--- src/rtl/onehot_encoder_seq.sv ---
// Sequential 8-to-3 one-hot encoder: accepts one line word per handshake, scans it
// one bit per clock and reports the lowest set index plus a not-exactly-one-hot flag.
module onehot_encoder_seq (
    input  logic       clk,
    input  logic       rst,
    input  logic [7:0] in_lines,
    input  logic       in_valid,
    output logic       in_ready,
    output logic [2:0] out_code,
    output logic       out_err,
    output logic       out_valid,
    input  logic       out_ready,
    input  logic       clr_err,
    output logic [7:0] err_count
);

    typedef enum logic [1:0] {
        IDLE = 2'd0,
        SCAN = 2'd1,
        DONE = 2'd2
    } state_t;

    state_t      state_q;
    logic [7:0]  shadow_q;
    logic [2:0]  idx_q;
    logic [1:0]  hits_q;
    logic [1:0]  hits_d;
    logic [2:0]  code_q;
    logic [2:0]  code_d;
    logic        in_ready_q;
    logic        out_valid_q;
    logic [2:0]  out_code_q;
    logic        out_err_q;
    logic [7:0]  err_count_q;
    logic [7:0]  err_count_d;
    logic        bit_s;
    logic        last_s;
    logic        scan_err_s;

    // Scan step: hit count saturates at 2 so "more than one" stays distinguishable
    always_comb begin
        bit_s  = shadow_q[idx_q];
        hits_d = hits_q;
        code_d = code_q;
        if (bit_s) begin
            if (hits_q != 2'd2) begin
                hits_d = hits_q + 2'd1;
            end else begin
                hits_d = hits_q;
            end
            if (hits_q == 2'd0) begin
                code_d = idx_q;
            end else begin
                code_d = code_q;
            end
        end else begin
            hits_d = hits_q;
            code_d = code_q;
        end
        scan_err_s = (hits_d != 2'd1);
        last_s     = (state_q == SCAN) && (idx_q == 3'd7);
    end

    // Error counter next value; a clear beats a simultaneous increment
    always_comb begin
        err_count_d = err_count_q;
        if (clr_err) begin
            err_count_d = 8'd0;
        end else if (last_s && scan_err_s && (err_count_q != 8'hFF)) begin
            err_count_d = err_count_q + 8'd1;
        end else begin
            err_count_d = err_count_q;
        end
    end

    // Control FSM with registered handshake and result outputs
    always_ff @(posedge clk or posedge rst) begin
        if (rst) begin
            state_q     <= IDLE;
            shadow_q    <= 8'd0;
            idx_q       <= 3'd0;
            hits_q      <= 2'd0;
            code_q      <= 3'd0;
            in_ready_q  <= 1'b1;
            out_valid_q <= 1'b0;
            out_code_q  <= 3'd0;
            out_err_q   <= 1'b0;
            err_count_q <= 8'd0;
        end else begin
            err_count_q <= err_count_d;
            case (state_q)
                IDLE: begin
                    in_ready_q <= 1'b1;
                    if (in_valid) begin
                        shadow_q   <= in_lines;
                        idx_q      <= 3'd0;
                        hits_q     <= 2'd0;
                        code_q     <= 3'd0;
                        in_ready_q <= 1'b0;
                        state_q    <= SCAN;
                    end else begin
                        state_q <= IDLE;
                    end
                end
                SCAN: begin
                    hits_q <= hits_d;
                    code_q <= code_d;
                    idx_q  <= idx_q + 3'd1;
                    if (idx_q == 3'd7) begin
                        out_valid_q <= 1'b1;
                        out_code_q  <= code_d;
                        out_err_q   <= scan_err_s;
                        state_q     <= DONE;
                    end else begin
                        state_q <= SCAN;
                    end
                end
                DONE: begin
                    if (out_ready) begin
                        out_valid_q <= 1'b0;
                        in_ready_q  <= 1'b1;
                        state_q     <= IDLE;
                    end else begin
                        state_q <= DONE;
                    end
                end
                default: begin
                    out_valid_q <= 1'b0;
                    in_ready_q  <= 1'b1;
                    state_q     <= IDLE;
                end
            endcase
        end
    end

    assign in_ready  = in_ready_q;
    assign out_valid = out_valid_q;
    assign out_code  = out_code_q;
    assign out_err   = out_err_q;
    assign err_count = err_count_q;

endmodule

--- config.mk ---
export PLATFORM = sky130hd
export DESIGN_NAME = onehot_encoder_seq
export DESIGN_NICKNAME = d
export VERILOG_FILES = /design/src/rtl/onehot_encoder_seq.sv
export SDC_FILE = /design/constraint.sdc
export NUM_CORES = 1
export LEC_CHECK = 0
export ABC_CLOCK_PERIOD_IN_PS = 2900
export CORE_MARGIN = 3
export CORE_UTILIZATION = 40
export CTS_BUF_LIST = sky130_fd_sc_hd__clkbuf_16
export DETAILED_ROUTE_END_ITERATION = 10
export SLEW_MARGIN = 20
export SYNTH_ARGS = -nofsm -noshare
export SYNTH_HDL_FRONTEND = slang
export SYNTH_SLANG_ARGS = --single-unit
--- constraint.sdc ---
create_clock -name clk -period 2.9 [get_ports clk]
set_clock_uncertainty 0.1 [all_clocks]
set_input_delay 0.29 -clock clk [delete_from_list [all_inputs] [get_ports clk]]
set_output_delay 0.29 -clock clk [all_outputs]
set_load 0.005 [all_outputs]
# After elaboration in Yosys (flattened, before gate mapping)
# Cells that the tools add are included.
# word_totals
register_bits	32
output_inout_bits	14
latchBits	0
elab_cells	60
mem_bits_rw	0
mem_count	0
romBits	0
inputBits	13
# op_classes
n_lt_le_gt_ge	1
mul	0
n_eq_ne	9
n_addsub	3
mux	23
bitwise	2
shift	0
n_reduce_logical	12
div	0
# ops
operator	n
8-bit two-way mux	2
3-bit case mux with 2 select lines	2
2-bit two-way mux	5
3-bit two-way mux	3
8-bit by 1-bit adder with 8-bit output, second input constant	1
8-bit inequality test, second input constant	1
2-bit AND reduction	4
1-bit two-way mux	6
2-bit inequality test, second input constant	3
1-bit case mux with 3 select lines	2
2-bit case mux with 3 select lines	1
2-bit zero test	2
3-bit by 4-bit less-than comparator with 1-bit output, second input constant	1
2-bit by 1-bit inequality test with 1-bit output, second input constant	2
2-bit case mux with 2 select lines	1
2-bit nonzero test	2
3-bit by 1-bit adder with 3-bit output, second input constant	1
1-bit binary-select mux with 3-bit select	1
3-bit equality test, second input constant	1
1-bit logical AND	3
3-bit AND reduction	1
2-bit by 1-bit adder with 2-bit output, second input constant	1
2-bit by 1-bit equality test with 1-bit output, second input constant	1
2-bit equality test, second input constant	1
1-bit NOT	2

# Depth between registers and ports, before layout
# Gate-level depths: netlist (run 1).
# depth
word_depth	8
ltp_mapped	8

# Worst setup path after synthesis (run 1)
# OpenSTA, ideal clock, no wires.
# synth_timing
path_kind	register -> register
from	register idx_q[1]
to	register err_count_q[4], in the netlist err_count[4]
t_arrival_ns	2.030
setup_ns	0.125
period_less_slack_ns	2.255
slack_ns	0.645
required_ns	2.675
path_buffers	1
path_stages_with_launch	9
cell_sequence	dfrtp_1 -> ha_1 -> ha_1 -> nand3b_1 -> a41oi_2 -> buf_2 -> nand4_1 -> mux2i_1 -> mux2_2
# synth_via
elab_chain_cells	7
elab_cells_between_ends	9
cone_classes	eq/ne (2); mux (3); reduce/logical (4)
# synth_rtl
element	line_no	rtl
start: declaration	25	logic [2:0] idx_q;
start signal: assignment	108	idx_q <= idx_q + 3'd1;
1-bit binary-select mux with 3-bit select	42	bit_s = shadow_q[idx_q];
1-bit two-way mux (implied by the code)	42	
2-bit two-way mux	45	if (bit_s) begin
2-bit by 1-bit inequality test with 1-bit output	60	scan_err_s = (hits_d != 2'd1);
1-bit logical AND (*) (2 in series)	69	end else if (last_s && scan_err_s && (err_count_q != 8'hFF)) begin
2-bit nonzero test (no line) (*)	-	
end signal: assignment	90	err_count_q <= err_count_d;
end: declaration	34	logic [7:0] err_count_q;
# Every way passes the cells marked *; elsewhere a longest branch is shown, timed or not. The select of a mux whose other input is x is not followed.
# A chain may end at the register's enable or synchronous reset.

# Worst setup path after layout (run 1)
# layout_timing
from	register idx_q[0]
to	register err_count_q[2], in the netlist err_count[2]
# Same word-level chain as after synthesis.

==> results of run 1 <==
[through the flow]
step / hold slack [ns] / utilization [%] / power, mW / setup slack (ns)
after global routing: 0.334 / 54.1 / 2.42 / 0.181
final: 0.292 / 54.1 / 2.25 / 0.344
after floorplan: 0.305 / - / 1.48 / 0.645
after detailed placement: 0.374 / 50.2 / 1.69 / 0.349
after global placement: 0.361 / 50.2 / 1.66 / 0.473
after CTS: 0.312 / 54.1 / 2.28 / 0.342
[cells in the mapped netlist]
cell type	n	area share, %
buf_6	2	1.3
and2_1	2	0.70
clkbuf_1	4	0.84
dfrtp_1	31	43
a21oi_1	1	0.28
mux2_2	15	9.4
and2_4	1	0.49
or2_2	1	0.35
dfstp_2	1	1.5
a2bb2oi_2	1	0.84
o21ai_0	9	2.5
and3_1	3	1.0
o22ai_1	2	0.70
a22o_1	4	2.0
inv_1	4	0.84
nand2_1	14	2.9
nand4b_1	1	0.49
o211ai_1	3	1.3
nor2b_1	10	3.5
nand3b_1	1	0.42
mux2i_1	13	7.3
nor2_1	10	2.1
nand3_1	10	2.8
buf_2	2	0.56
mux2_1	1	0.63
o21a_1	1	0.42
o21bai_1	1	0.42
nand2b_1	4	1.4
a41oi_2	1	0.91
nor3_2	1	0.56
nand4_1	7	2.4
ha_1	4	2.8
a22oi_1	1	0.42
mux2_4	3	2.5
[routing by layer]
layer  vias up  share of wire, %  GRT usage, %
li1        664                 -             -
met1       625                49          18.8
met2        27                45          22.7
met3         6               4.6          5.10
met4         0               1.6          5.53
met5         -                 0             0
[placed cells by master (no fill, tap or decap), types with 7 or more instances in the layout]
cell type and count:
clkdlybuf4s50_1 26, o21ai_0 9, nand4_1 7, nor2b_1 10
mux2_2 15, nor2_1 10, dfrtp_1 31, nand3_1 10
mux2i_1 13, nand2_1 14
[cell type report]
type,instances,area share [%]
Multi-Input combinational cell,125,41.2
Clock inverter,3,1.73
Timing Repair Buffer,28,12.3
Sequential cell,32,35.8
Tap cell,50,2.79
Clock buffer,5,5.58
Inverter,4,0.670
[path summary, 6_finish.rpt]
check,slack (ns),endpoint,startpoint
max in group asynchronous,2.08,in_ready,rst
worst min register to register,0.38,out_code[1],out_code[1]
min in group clk,0.38,out_code[1],out_code[1]
worst min-delay path,0.29,shadow_q[1],rst
worst max register to register,0.34,err_count[2],idx_q[0]
worst max-delay path,0.34,err_count[2],idx_q[0]
[registers in the layout (all words and copies together), names as in the netlist]
register   cells
idx_q          3
err_count      8
hits_q         2
code_q         3
out_err        1
out_code       3
state_q        2
out_valid      1
in_ready       1
shadow_q       8
[where the power goes]
group	leakage (nW)	total, mW	switching [mW]	internal, mW
Sequential	0.404	0.775	0.161	0.614
Combinational	0.512	0.900	0.421	0.478
Clock	0.0850	0.580	0.181	0.400
Total	1.00	2.25	0.762	1.49
[kinds of logic after synthesis]
| kind of cell | share of synthesized area, % |
|---|---|
| and+or+nand+nor | 19.2 |
| muxes | 19.9 |
| DFF | 44.9 |
| AOI/OAI and AO/OA | 9.73 |
| buffers and inverters | 3.50 |
| adders and majority gates | 2.80 |
[worst register-to-register path, cell delays in order, from the launching register on]
cell and delay, ns:
dfrtp_1 0.55, ha_1 0.22, ha_1 0.19, nand3b_1 0.13, a41oi_2 0.53, nand3_1 0.15
mux2_4 0.28, mux2_4 0.29
==> summary.txt, run 1 <==
STA
  • Max Freq: 391 MHz
  • Final Hold Viols: 0
  • Max-slew violations: 0
  • Relative slew slack: between 50% and 60%
  • Setup-failing EPs final: 0
  • RSZ-0062 raised after global routing: no
  • Setup TNS: 0 ns
  • Fin crit share: 88.1%
  • Worst-Margin Slew: 0.601 ns
  • Minimum clock period: about 2.6 ns

Pwr
  • Leakage: approximately 1 nW
  • Worst vdd ir: approximately 0.43 mV
  • PwrDens: slightly above 1000 mW/mm2

CTS
  • CTS tree: done
  • Cts repair resizes: 0
  • Clk_lat worst skew: 0.28 ns
  • Post-CTS setup buffers: 0
  • Cts hold-fix bufs: 0
  • CTS root buf: clkbuf_16
  • Clock buffer depth: 2
  • Clock Sinks: 32
  • Num CTS Buffers: 5
  • H-tree Lvls: 2
  • Clock transition at path regs: approximately 0.05 ns

Global routing
  • Largest net degree at the start of global routing: 33
  • Grt ovf: 0
  • GRT Total Usage: 14.7%
  • Vias in the first global route: 1,264
  • Antenna violations before repair: 0
  • First-pass GRT wire length: between 5000 and 6000 um

Placement
  • HPWL after DPL: roughly 2500 um
  • Placed Cells: 239
  • Area after DPL: 0.00208 mm2
  • IO Port Bufs: 26
  • Placer Congestion: 0.761

Synth
  • Synth warnings: 0
  • Post-synthesis cell count: between 150 and 200
  • Syn Nets: 186
  • Register bit total from synthesis: 32
  • Sequential cell area fraction in the yosys report: 44.9%
  • Avg Cell Area, Syn: approximately 11 um2
  • Distinct cells, synth: 34
  • Post-Syn Area: 0.00179 mm2

Detailed routing
  • DRT iter0 DRCs: roughly 80
  • DRT antenna net count: 0
  • # DRC: 0
  • Vias per cell: 5.35
  • Drt wl/cell: between 10 and 15 um
  • Post-Route WL: around 3500 um
  • 1st-pass router iterations: 4
  • Via count: 1,322

Die
  • Die Area: 0.00531 mm2
  • Area of the core: just over 0.004 mm2
  • I/O pins: 27
  • Die X: roughly 73 um
  • Site Rows: 23
  • Starting density of the core: 43.1%
  • Die Ht: about 73 um

Critical path
  • Worst Path Arrival: roughly 2.6 ns
  • Critical path's largest stage delay: between 0.5 and 0.6 ns
  • Number of buffers and inverters on the critical path: 0
  • Slowest CP cell: dfrtp_1
  • Setup crit end kind: register
  • Crit path max-delay family: multiplexers
  • Crit path cell chain: ha_1 -> ha_1 -> nand3b_1 -> a41oi_2 -> nand3_1 -> mux2_4 -> mux2_4
  • Worst path depth: 7
  • FF-to-FF path depth: 7
  • CP startpoint kind: register
  • CP required: between 2 and 3 ns
  • Worst Path Max Fanout: 14
  • Setup CP Type: register to register

Finish
  • Fillers: roughly 380
  • Area grow syn2layout: 25.4%
  • Final std cells w/o fill: between 200 and 250
  • Nets: approximately 210
  • Multi-input combinational cell area: ~900 um2
  • Ratio of cells with drive above 1 in the final layout: around 17%
  • Flip-flop and latch area: approximately 800 um2
  • Diodes inserted: 0
  • Cell area after layout: 0.00224 mm2

Worst hold path
  • Hold Crit Class: input port to asynchronous set/reset pin

Outcome
  • Run status: finished clean

Run
  • Max-cap violation count: 0
Power figures use the tool's default switching activity.
==> run 2, diff against run 1 <==
- HOLD_SLACK_MARGIN: default -> 0.12
==> results of run 2 <==
Final layout, timing and power as in run 1 (identical DEF).
==> run 3, diff against run 2 <==
- CTS_CLUSTER_DIAMETER: default -> 30
==> results of run 3 <==
Final layout, timing and power as in run 1 (identical DEF).
